==> src/rtl/hw2_prob2_sweeper_pkg.sv <==
// Shared types and widths for the hw2_prob2 exhaustive-stimulus sweeper.
// Pattern order is {enableN, in1..in5}. All 32 enabled codes come first.
package hw2_sweep_pkg;

    typedef enum logic [1:0] {
        IDLE = 2'd0,
        RUN  = 2'd1,
        DONE = 2'd2
    } state_t;

    localparam int PAT_W   = 6;
    localparam int RESP_W  = 32;
    localparam int CNT_W   = 6;
    localparam int DWELL_W = 8;

    localparam logic [PAT_W-1:0] PAT_LAST = 6'd63;

endpackage

==> src/rtl/hw2_prob2_sweeper_if.sv <==
// Stimulus, response and result bundle between the sweeper and its host/DUT side.
// master = sweeper, slave = host driving start and the circuit returning resp.
interface hw2_prob2_sweeper_if;

    logic                              start;
    logic                              enableN;
    logic                              in1;
    logic                              in2;
    logic                              in3;
    logic                              in4;
    logic                              in5;
    logic                              resp;
    logic                              busy;
    logic                              done;
    logic [hw2_sweep_pkg::RESP_W-1:0]  resp_vec;
    logic [hw2_sweep_pkg::CNT_W-1:0]   ones_count;

    modport master (
        input  start, resp,
        output enableN, in1, in2, in3, in4, in5, busy, done, resp_vec, ones_count
    );

    modport slave (
        output start, resp,
        input  enableN, in1, in2, in3, in4, in5, busy, done, resp_vec, ones_count
    );

endinterface

==> src/rtl/hw2_prob2_sweeper_dwell_counter.sv <==
// Loadable down-counter that paces how long each pattern is held.
// Latency: load/decrement take effect at the next edge; zero is combinational from the count.
// Backpressure: none; it stops at zero until reloaded.
module dwell_counter #(
    parameter int W = 8
) (
    input  logic         clk,
    input  logic         rst_n,
    input  logic         load,
    input  logic [W-1:0] load_val,
    input  logic         dec,
    output logic         zero
);

    logic [W-1:0] cnt;

    always_ff @(posedge clk or negedge rst_n) begin
        if (!rst_n) begin
            cnt <= '0;
        end else if (load) begin
            cnt <= load_val;
        end else if (dec && (cnt != '0)) begin
            cnt <= cnt - 1'b1;
        end
    end

    assign zero = (cnt == '0);

endmodule

==> src/rtl/hw2_prob2_sweeper.sv <==
// Walks all 64 {enableN,in1..in5} codes and holds each for DWELL cycles. It captures resp on enabled codes.
// Latency: pattern 0 appears one edge after start. done rises 64*DWELL+1 edges after the start edge.
// Backpressure: none; start is only honoured in IDLE and is never queued.
module hw2_prob2_sweeper
    import hw2_sweep_pkg::*;
#(
    parameter int DWELL = 5
) (
    input  logic                clk,
    input  logic                reset_n,
    hw2_prob2_sweeper_if.master bus
);

    localparam logic [DWELL_W-1:0] RELOAD = DWELL_W'(DWELL - 1);

    state_t              state, state_nx;
    logic [PAT_W-1:0]    pat, pat_nx;
    logic [RESP_W-1:0]   vec, vec_nx;
    logic [CNT_W-1:0]    ones, ones_nx;
    logic                done_q, done_nx;
    logic                cnt_load;
    logic                cnt_zero;
    logic                running;

    assign running = (state == RUN);

    dwell_counter #(
        .W (DWELL_W)
    ) u_dwell (
        .clk      (clk),
        .rst_n    (reset_n),
        .load     (cnt_load),
        .load_val (RELOAD),
        .dec      (running),
        .zero     (cnt_zero)
    );

    always_ff @(posedge clk or negedge reset_n) begin
        if (!reset_n) begin
            state  <= IDLE;
            pat    <= '0;
            vec    <= '0;
            ones   <= '0;
            done_q <= 1'b0;
        end else begin
            state  <= state_nx;
            pat    <= pat_nx;
            vec    <= vec_nx;
            ones   <= ones_nx;
            done_q <= done_nx;
        end
    end

    always_comb begin
        state_nx = state;
        pat_nx   = pat;
        vec_nx   = vec;
        ones_nx  = ones;
        done_nx  = 1'b0;
        cnt_load = 1'b0;
        case (state)
            IDLE: begin
                if (bus.start) begin
                    vec_nx   = '0;
                    ones_nx  = '0;
                    pat_nx   = '0;
                    cnt_load = 1'b1;
                    state_nx = RUN;
                end
            end
            RUN: begin
                if (cnt_zero) begin
                    if (!pat[PAT_W-1]) begin
                        vec_nx[pat[4:0]] = bus.resp;
                        ones_nx          = ones + CNT_W'(bus.resp);
                    end
                    if (pat == PAT_LAST) begin
                        state_nx = DONE;
                    end else begin
                        pat_nx   = pat + 1'b1;
                        cnt_load = 1'b1;
                    end
                end
            end
            DONE: begin
                // First DONE cycle launches the pulse; the pulse cycle itself returns to IDLE.
                if (!done_q) begin
                    done_nx = 1'b1;
                end else begin
                    state_nx = IDLE;
                end
            end
            default: begin
                state_nx = IDLE;
            end
        endcase
    end

    assign bus.enableN    = running ? pat[5] : 1'b1;
    assign {bus.in1, bus.in2, bus.in3, bus.in4, bus.in5} = running ? pat[4:0] : 5'b0;
    assign bus.busy       = running || ((state == DONE) && !done_q);
    assign bus.done       = done_q;
    assign bus.resp_vec   = vec;
    assign bus.ones_count = ones;

endmodule

==> src/flat_wrapper.sv <==
// flat-port wrapper written by rule: the top's interface ports become plain ports
module hw2_prob2_sweeper_flat import hw2_sweep_pkg::*;
#(
    parameter int DWELL = 5
)
  (clk, reset_n, bus_start, bus_resp, bus_enableN, bus_in1, bus_in2, bus_in3, bus_in4, bus_in5, bus_busy, bus_done, bus_resp_vec, bus_ones_count);
  hw2_prob2_sweeper_if bus_i ();
  input  logic clk;
  input  logic reset_n;
  input wire logic [$bits(bus_i.start)-1:0] bus_start;
  input wire logic [$bits(bus_i.resp)-1:0] bus_resp;
  output wire logic [$bits(bus_i.enableN)-1:0] bus_enableN;
  output wire logic [$bits(bus_i.in1)-1:0] bus_in1;
  output wire logic [$bits(bus_i.in2)-1:0] bus_in2;
  output wire logic [$bits(bus_i.in3)-1:0] bus_in3;
  output wire logic [$bits(bus_i.in4)-1:0] bus_in4;
  output wire logic [$bits(bus_i.in5)-1:0] bus_in5;
  output wire logic [$bits(bus_i.busy)-1:0] bus_busy;
  output wire logic [$bits(bus_i.done)-1:0] bus_done;
  output wire logic [$bits(bus_i.resp_vec)-1:0] bus_resp_vec;
  output wire logic [$bits(bus_i.ones_count)-1:0] bus_ones_count;
  assign bus_i.start = bus_start;
  assign bus_i.resp = bus_resp;
  assign bus_enableN = bus_i.enableN;
  assign bus_in1 = bus_i.in1;
  assign bus_in2 = bus_i.in2;
  assign bus_in3 = bus_i.in3;
  assign bus_in4 = bus_i.in4;
  assign bus_in5 = bus_i.in5;
  assign bus_busy = bus_i.busy;
  assign bus_done = bus_i.done;
  assign bus_resp_vec = bus_i.resp_vec;
  assign bus_ones_count = bus_i.ones_count;
  hw2_prob2_sweeper #(.DWELL(DWELL)) u_core (.clk(clk), .reset_n(reset_n), .bus(bus_i));
endmodule
==> config.mk <==
export PLATFORM = sky130hd
export DESIGN_NAME = hw2_prob2_sweeper_flat
export DESIGN_NICKNAME = d
export VERILOG_FILES = /design/src/rtl/hw2_prob2_sweeper_pkg.sv /design/src/rtl/hw2_prob2_sweeper_if.sv /design/src/rtl/hw2_prob2_sweeper_dwell_counter.sv /design/src/rtl/hw2_prob2_sweeper.sv /design/src/flat_wrapper.sv
export SDC_FILE = /design/constraint.sdc
export NUM_CORES = 1
export LEC_CHECK = 0
export CAP_MARGIN = 20
export CORE_ASPECT_RATIO = 1.4
export CORE_MARGIN = 2
export CORE_UTILIZATION = 54
export DETAILED_ROUTE_END_ITERATION = 7
export MAX_ROUTING_LAYER = met4
export PLACE_DENSITY = 0.88
export SLEW_MARGIN = 25
export SYNTH_ARGS = -nofsm -noshare
export SYNTH_HDL_FRONTEND = slang
export SYNTH_SLANG_ARGS = --single-unit
==> constraint.sdc <==
create_clock -name clk -period 2.65 [get_ports clk]
set_input_delay 0.265 -clock clk [delete_from_list [all_inputs] [get_ports clk]]
set_output_delay 0.265 -clock clk [all_outputs]
set_load 0.1 [all_outputs]
Yosys cells after proc, flatten, opt, wreduce, memory -nomap -nowiden
Index checks and enable logic that the tools add are counted.
{"block": "word_totals", "in_bits": 4, "out_inout_bits": 46, "elab_cells": 62, "regBits": 55}
{"block": "op_classes", "mux": 29, "n_reduce_logical": 13, "magnitude_cmp": 2, "add_sub_neg": 3, "n_eq_ne": 9}
{"operator": "$mux 32", "n": 3}
{"operator": "$pmux 32 s2", "n": 1}
{"operator": "$bwmux 32", "n": 1}
{"operator": "$mux 6", "n": 5}
{"operator": "$pmux 6 s2", "n": 2}
{"operator": "$mux 8", "n": 2}
{"operator": "$reduce_and 4->1", "n": 3}
{"operator": "$logic_not 8->1", "n": 1}
{"operator": "$mux 2", "n": 4}
{"operator": "$ne 2x2->1 const B", "n": 4}
{"operator": "$reduce_bool 8->1", "n": 1}
{"operator": "$sub 8x1->8 const B", "n": 1}
{"operator": "$mux 1", "n": 7}
{"operator": "$add 6x1->6", "n": 1}
{"operator": "$add 6x1->6 const B", "n": 1}
{"operator": "$eq 6x6->1 const B", "n": 1}
{"operator": "$lt 5x6->1 const B", "n": 1}
{"operator": "$pmux 2 s3", "n": 1}
{"operator": "$demux 1 s5", "n": 1}
{"operator": "$ge 5x1->1 const B", "n": 1}
{"operator": "$mux 5", "n": 1}
{"operator": "$ne 2x1->1 const B", "n": 2}
{"operator": "$reduce_bool 2->1", "n": 2}
{"operator": "$logic_and 1x1->1", "n": 3}
{"operator": "other kinds (6)", "n": 6}

Longest topological paths before layout
Gate-level depths: netlist of the first run.
{"block": "depth", "word_depth": 8, "mapped_depth": 8, "depth_no_buf": 6}

By module
A second synthesis of the first run with hierarchy kept.
{"block": "hier_totals", "hier_cells": 330, "area_unflattened_um2": 3269.4}
{"mod": "hw2_prob2_sweeper", "seq_area_each_um2": 1176.1, "area_each_um2": 2741.4, "cells_each": 272, "instances": 1}
{"mod": "dwell_counter", "seq_area_each_um2": 200.2, "area_each_um2": 528.0, "cells_each": 58, "instances": 1}

Worst setup path after synthesis of the first run
OpenSTA, ideal clock, no wires.
{"block": "synth_path", "path_kind": "register -> output", "startpoint": "reg u_core.state[1]", "endpoint": "out bus_in5", "slack_ns": 0.016, "path_stages_with_launch": 6, "required_ns": 2.385, "arrival_time_ns": 2.369, "n_path_buf": 3, "cell_sequence": "dfrtp_1 -> buf_2 -> nand2b_1 -> buf_1 -> clkbuf_1 -> nor2_1"}
{"block": "synth_via", "elab_chain_len": 2}
{"item": "start: declaration", "line": "hw2_prob2_sweeper.sv:16", "rtl": "state_t state, state_nx;"}
{"item": "start signal: assignment", "line": "hw2_prob2_sweeper.sv:46", "rtl": "state <= state_nx;"}
{"item": "$eq 2x1->1", "line": "hw2_prob2_sweeper.sv:25", "rtl": "assign running = (state == RUN);"}
{"item": "$mux 5", "line": "hw2_prob2_sweeper.sv:100", "rtl": "assign {bus.in1, bus.in2, bus.in3, bus.in4, bus.in5} = running ? pat[4:0] : 5'b0;"}
{"item": "end: declaration", "line": "flat_wrapper.sv:17", "rtl": "output wire logic [$bits(bus_i.in5)-1:0] bus_in5;"}
Every way passes these cells.

Worst setup path after layout of the first run
{"block": "layout_path", "startpoint": "reg u_core.u_dwell.cnt[0]", "endpoint": "reg u_core.pat[0]"}
{"block": "layout_via", "elab_chain_len": 3}
{"item": "start: declaration", "line": "hw2_prob2_sweeper_dwell_counter.sv:15", "rtl": "logic [W-1:0] cnt;"}
{"item": "start signal: assignment", "line": "hw2_prob2_sweeper_dwell_counter.sv:21", "rtl": "cnt <= load_val;"}
{"item": "start signal: assignment", "line": "hw2_prob2_sweeper_dwell_counter.sv:23", "rtl": "cnt <= cnt - 1'b1;"}
{"item": "$logic_not 8->1", "line": "hw2_prob2_sweeper_dwell_counter.sv:27", "rtl": "assign zero = (cnt == '0);"}
{"item": "$ne 2x1->1 (no source line)"}
{"item": "$reduce_and 4->1 (no source line)"}
{"item": "end signal: assignment", "line": "hw2_prob2_sweeper.sv:47", "rtl": "pat <= pat_nx;"}
{"item": "end: declaration", "line": "hw2_prob2_sweeper.sv:17", "rtl": "logic [PAT_W-1:0] pat, pat_nx;"}
Every way passes these cells.
A chain may end at the register's enable or synchronous reset.

==> impl_results.md, run 1 <==
* Status: completed
* Dpl ws at roughly 0.32 ns
* Residual DRC at 0
* Worst-path fanout max at 16
* Critical Path RT at around 2.9 ns
* Fin. Hold Viols at 0
* Mapped Nets at around 330
* Top-area cell type share of the netlist area at 44.48%
* Power Dens Cells at between 1000 and 1500 nW/um^2
* Synth Area in Simple Gates at about a quarter
* Tot GR Track Use at 26.18%
* Unrepaired setup endpoints after global routing: false
* Startpoint types: register
* Die area at ~6400 sq um
* Mean Syn Cell Area at about 9.6 sq um
* Fin Setup TNS at 0 ns
* Setup Crit Path Kind: reg -> reg
* Ys async rst share at between 90% and 100%
* CTS tree: done
* Final wirelength at roughly 7.5 mm
* Mapped Cells at 322
* Slew @ Worst Pin at around 0.67 ns
* Number of synthesized flops with an enable pin at 0
* Leakage Power at ~1.7 nW
* I/O Pins at 50
* Seq cells post-synth at 55
* GPL Wtd Cong at ~0.96
* Synth unique cells at 53
* Post-Synth XOR/XNOR Area at about 1.7%
* Dpl hpwl at 5.453 mm
* Vias in the first global route at 2640
* Pre-Repair DR Iteration Count at 6
* Largest net degree at the start of global routing at 31
* Commonest non-fill, non-tap cell in the layout: buf_4
* Clk Latency, worst-skew pair at around 0.32 ns
* Die outline height at between 90 and 100 um
* Synth area leaders: dfrtp_1 (44%), a22o_1 (4.2%), nand2_1 (3.9%), mux2i_1 (3.6%), ha_1 (3.2%)
* Nets@finish at between 300 and 400
* Grt total ovfl at 0
* Final Skew at approximately 0.015 ns
* Global-route wire length before repair at between 10 and 15 mm
* # diodes at 0
* Main combinational cell family by area after synthesis: simple AND/OR/NAND/NOR gates
* CP startpoint: u_core.u_dwell.cnt[0]$_DFFE_PN0P_
* Routed WL per cell at ~17 um
* Crit-path slowest cell: or3b_1
* Most frequent cells in the layout: buf_4 (57), dfrtp_1 (55), nand2_1 (32)
* Setup ws final at approximately 0.27 ns
* Worst r2r dst: u_core.pat[0]$_DFFE_PN0P_
* CTS H-tree lvls at 2
* Max-cap violations at 0
* Initial drt markers at 230
* Fmax at 420.5 MHz
* Crit path capture type: register
* Crit path cell chain: inv_1, ha_1, or3b_1, a2111oi_4, nor2_1, mux2_2
* Core area at ~5500 sq um
* Mapped Area at about 3100 sq um
* Critical Path AT at 2.58 ns
* Final setup fails at 0
* Area growth, synth to finish at 18.92%
* Mux share of post-synthesis cell area at a little under 4%
* Clock Tree Buf Depth at 2
* DR vias at 2679
* Layout cell share with drive strength beyond 1 at between 20% and 30%
* CTS root buf: clkbuf_8
* Cts repair resizes at 0
* IO Port Bufs at approximately 50
* Cell Rows at 32
* Tmin final at between 2 and 2.5 ns
* Max_slew headroom at a little under three fifths
* CP max stage delay at approximately 0.64 ns
* RR Startpoint: u_core.u_dwell.cnt[0]$_DFFE_PN0P_
* CTS clock-pin slew for the worst setup and hold paths at roughly 0.11 ns
* Worst Reg-to-Reg Cells at 6
* Main synth FF type: dfrtp_1
* Worst hold path class: in -> async
* Post-CTS Setup Repair Bufs at 0
* Seq/Total Area, Yosys at between 40% and 50%
* Compound-Gate Fraction of Synth Area at between 10% and 20%
* Post-DRT Antenna Nets at 0
* Max-slew violation total from the final report at 0
* Initial Utilization at between 50% and 60%
* Area leader, netlist: dfrtp_1
* Clk sink count at 55
* Chip Width at between 60 and 70 um
* CTS buffer count at 5
* CP top delay family: simple AND/OR/NAND/NOR gates
* Final Cycle Share at ~90%
* Post-DR vias/cell at ~6.2
* WP depth at 6
* Reg2reg setup slack at 0.27 ns
* Buffers & Inverters on Critical Path at 1
* Synth warn at 0
* Area share of fa/ha/maj cells after synthesis at under 10%
* Initial antenna violation count at 0
* VDD IR max at between 0.6 and 0.7 mV
* CP Capture Point: u_core.pat[0]$_DFFE_PN0P_
[worst register-to-register path, delay by kind of cell (launching register included)]
kind,cells,cell delay [ns]
AO/OA/AOI/OAI,1,0.55
flip-flops,1,0.42
buffers and inverters,1,0.09
multiplexers,1,0.28
AND/OR/NAND/NOR,2,0.77
adder cells (fa/ha/maj),1,0.16
[kinds of logic after synthesis]
group	count (synthesis)
simple gates	132
fa+ha+maj	8
flops	55
buf+inv	37
mux	12
compound gates	72
xor+xnor	6
[cell usage after synthesis, types with 7 or more instances]
cell	count
nand2_1	32
dfrtp_1	55
a21oi_1	14
nand4_1	8
or3_1	8
o21ai_0	13
nor4_1	7
nand3_1	9
a22o_1	15
ha_1	8
and2_1	7
clkbuf_1	18
nor2_1	15
inv_1	7
mux2i_1	11
[sequential cells by signal (all words and copies together), names as in the netlist]
name and cells:
u_core.pat 6, u_core.bus.ones_count 6, u_core.u_dwell.cnt 8, u_core.bus.resp_vec 32
u_core.bus.done 1, u_core.state 2
[per-stage QoR]
step                      utilization, %  std cells  hold slack, ns  total power [W]  cell area (sq um)
after detailed placement           64.74        424          0.2909         0.003182               3577
after global routing               66.60        433          0.4899         0.003881               3680
after floorplan                        -        322        -0.03059         0.002703               3094
after CTS                          66.60        433          0.4711         0.003680               3680
final                              66.60        433          0.4587         0.003685               3680
after global placement             64.74        424          0.2803         0.003139               3577
[power by group]
part           internal, W  total [W]  switching, W
registers         0.000986    0.00116      0.000173
logic             0.000562    0.00203       0.00147
clock network     0.000190   0.000493      0.000304
[area by class of cell]
cell class              count  area (sq um)
clock buffers               5         68.82
clock inverters             3         23.77
inverters                   7         26.28
repair buffers             65         543.0
multi-input cells         230          1556
well taps                  68         85.08
fillers                   451          1846
flip-flops and latches     55          1376
[repair_timing]
| item | in CTS | in global routing |
|---|---|---|
| hold buffers | 1 | 0 |
| endpoints found under the hold margin | 55 | 0 |
| endpoints found under the setup margin | 0 | 0 |
[how the worst min path moves through the flow]
stage	start	end	slack, ns	depth (start not counted)
2_1_floorplan	reset_n	u_core.bus.done$_DFF_PN0_	-0.03	0
3_3_place_gp	reset_n	u_core.bus.done$_DFF_PN0_	0.28	2
3_5_place_dp	reset_n	u_core.bus.done$_DFF_PN0_	0.29	2
4_1_cts	reset_n	u_core.pat[5]$_DFFE_PN0P_	0.47	3
5_1_grt	u_core.bus.done$_DFF_PN0_	u_core.bus.done$_DFF_PN0_	0.49	1
6_report	reset_n	u_core.pat[5]$_DFFE_PN0P_	0.46	3
[routing by layer]
metal	wire (um)	track usage, %	up-vias
met2	3774	40.78	116
met1	3010	32.78	1271
met3	436	4.212	29
li1	-	-	1263
met4	242	12.50	0
met5	0	-	-
(Power assumes the default switching activity.)
==> inputs of run 2 (changes only) <==
SLEW_MARGIN = 40   (was 25)
==> results of run 2 <==
No change in the layout: final DEF, timing and power equal those of run 1.
==> inputs of run 3 (changes only) <==
MAX_ROUTING_LAYER = default   (was met4)
SLEW_MARGIN = 20   (was 40)
==> impl_results.md, run 3 (synthesis results as in run 1) <==
* Setup ws final at approximately 0.21 ns
* IO Port Bufs at a little under 50
* Max_slew headroom at approximately half
* Most Crowded Layer GR: met2
* Fin Setup TNS at 0 ns
* Status: completed
* Dpl hpwl at ~5.7 mm
* WP depth at 6
* Worst-path fanout max at 16
* Initial antenna violation count at 0
* Pre-Repair DR Iteration Count at 4
* Unrepaired setup endpoints after global routing: false
* Buffers & Inverters on Critical Path at 1
* Max-cap violations at 0
* I/O Pins at 50
* CTS root buf: clkbuf_8
* Dpl cells at 423
* Final instance area at 3696 sq um
* Slew @ Worst Pin at 0.7342 ns
* Initial drt markers at between 300 and 400
* Final setup fails at 0
* Nets@finish at between 300 and 400
* Post-DR vias/cell at 6.208
* Fmax at ~410 MHz
* CTS buffer count at 5
* GRT met3 Usage at 4.212%
* Power Dens Cells at a little over 1000 nW/um^2
* CTS tree: done
* Routed WL per cell at ~18 um
* Leakage Power at 1.706 nW
* Placed cell area at around 3600 sq um
* Fin. Hold Viols at 0
* Critical Path RT at approximately 2.9 ns
* Core area at approximately 5500 sq um
* Fin cells at between 400 and 500
* Cts repair resizes at 0
* Worst hold path class: in -> async
* Grt total ovfl at 0
* Layout cell share with drive strength beyond 1 at 22.25%
* Worst Reg-to-Reg Cells at 6
* Die area at 6360 sq um
* M2 GR Usage at between 40% and 50%
* Final wirelength at 7.890 mm
* Crit-path slowest cell: or3b_1
* Critical Path AT at between 2 and 3 ns
* Crit path cell chain: inv_1, ha_1, or3b_1, a2111oi_4, nor2_1, mux2_2
* VDD IR max at ~0.7 mV
* Clk Latency, worst-skew pair at between 0.3 and 0.4 ns
* Number of flip-flops in the largest register at 32
* Post-DRT Antenna Nets at 0
* Final Skew at 0.01028 ns
* Initial Utilization at between 50% and 60%
* CTS clock-pin slew for the worst setup and hold paths at 0.10 ns
* CP top delay family: simple AND/OR/NAND/NOR gates
* Fillcell total at ~440
* Post-CTS Setup Repair Bufs at 0
* CP max stage delay at about 0.64 ns
* Clock Tree Buf Depth at 2
* GPL Wtd Cong at about 0.9
* Die outline height at slightly above 90 um
* Commonest non-fill, non-tap cell in the layout: buf_4
* Vias in the first global route at ~2700
* Storage cell area at 1376 sq um
* Chip Width at approximately 70 um
* Startpoint types: register
* Met1 Track Usage GR at 33.54%
* Dpl ws at between 0.2 and 0.3 ns
* Footprint of the multi-input gates at approximately 1600 sq um
* Max-slew violation total from the final report at 0
* Global-route wire length before repair at 13.01 mm
* DR vias at between 2000 and 3000
* Largest net degree at the start of global routing at 40
* Crit path capture type: register
* Hold_buf cts at 1
* Area growth, synth to finish at 19.45%
* Clk sink count at 55
* Tot GR Track Use at a little over a quarter
* # diodes at 0
* Final Cycle Share at between 90% and 100%
* Cell Rows at 32
* Setup Crit Path Kind: reg -> reg
* Tmin final at about 2.4 ns
* Residual DRC at 0
* CTS H-tree lvls at 2
* Most frequent cells in the layout: buf_4 (56), dfrtp_1 (55), nand2_1 (32)
==> run 3: cell types whose count changed in the layout (fill, tap and decap cells not counted), sizes merged <==
cell | before | now
clkinvlp | 2 | 0
buf | 62 | 61
bufinv | 0 | 1
clkinv | 0 | 1
==> run 3: cell type report <==
| class | instances | share of cell area (%) |
|---|---|---|
| multi-input cells | 230 | 42.11 |
| flip-flops and latches | 55 | 37.24 |
| repair buffers | 64 | 14.49 |
| well taps | 68 | 2.302 |
| clock buffers | 5 | 1.862 |
| clock inverters | 3 | 1.286 |
| inverters | 7 | 0.7109 |
==> run 3: final timing paths <==
check,start,to,slack [ns]
min in group clk,u_core.bus.done$_DFF_PN0_,u_core.bus.done$_DFF_PN0_,0.47
max in group asynchronous,reset_n,u_core.u_dwell.cnt[3]$_DFFE_PN0P_,1.42
worst min-delay path,reset_n,u_core.bus.ones_count[1]$_DFFE_PN0P_,0.39
worst max-delay path,u_core.u_dwell.cnt[0]$_DFFE_PN0P_,u_core.pat[0]$_DFFE_PN0P_,0.21
worst max register to register,u_core.u_dwell.cnt[0]$_DFFE_PN0P_,u_core.pat[0]$_DFFE_PN0P_,0.21
worst min register to register,u_core.bus.done$_DFF_PN0_,u_core.bus.done$_DFF_PN0_,0.47
==> run 3: metrics by stage <==
| step | util, % | hold slack (ns) | power, W |
|---|---|---|---|
| after floorplan | - | -0.03059 | 0.002703 |
| after global placement | 64.61 | 0.1963 | 0.003142 |
| after detailed placement | 64.61 | 0.2054 | 0.003205 |
| after CTS | 66.89 | 0.3945 | 0.003798 |
| after global routing | 66.89 | 0.4236 | 0.003993 |
| final | 66.89 | 0.3904 | 0.003815 |
==> run 3: routing by layer <==
metal | part of all wire [%] | vias up | wire (um)
li1 | - | 1261 | -
met2 | 52 | 107 | 4076
met1 | 40 | 1286 | 3149
met5 | 0 | - | 0
met3 | 5.3 | 28 | 417
met4 | 3.1 | 0 | 246
==> run 3: power breakdown <==
part           switching [W]  internal, W  total [W]
registers           0.000176     0.000986    0.00116
logic                0.00150     0.000563    0.00207
clock network       0.000301     0.000287   0.000588
total                0.00198      0.00184    0.00382
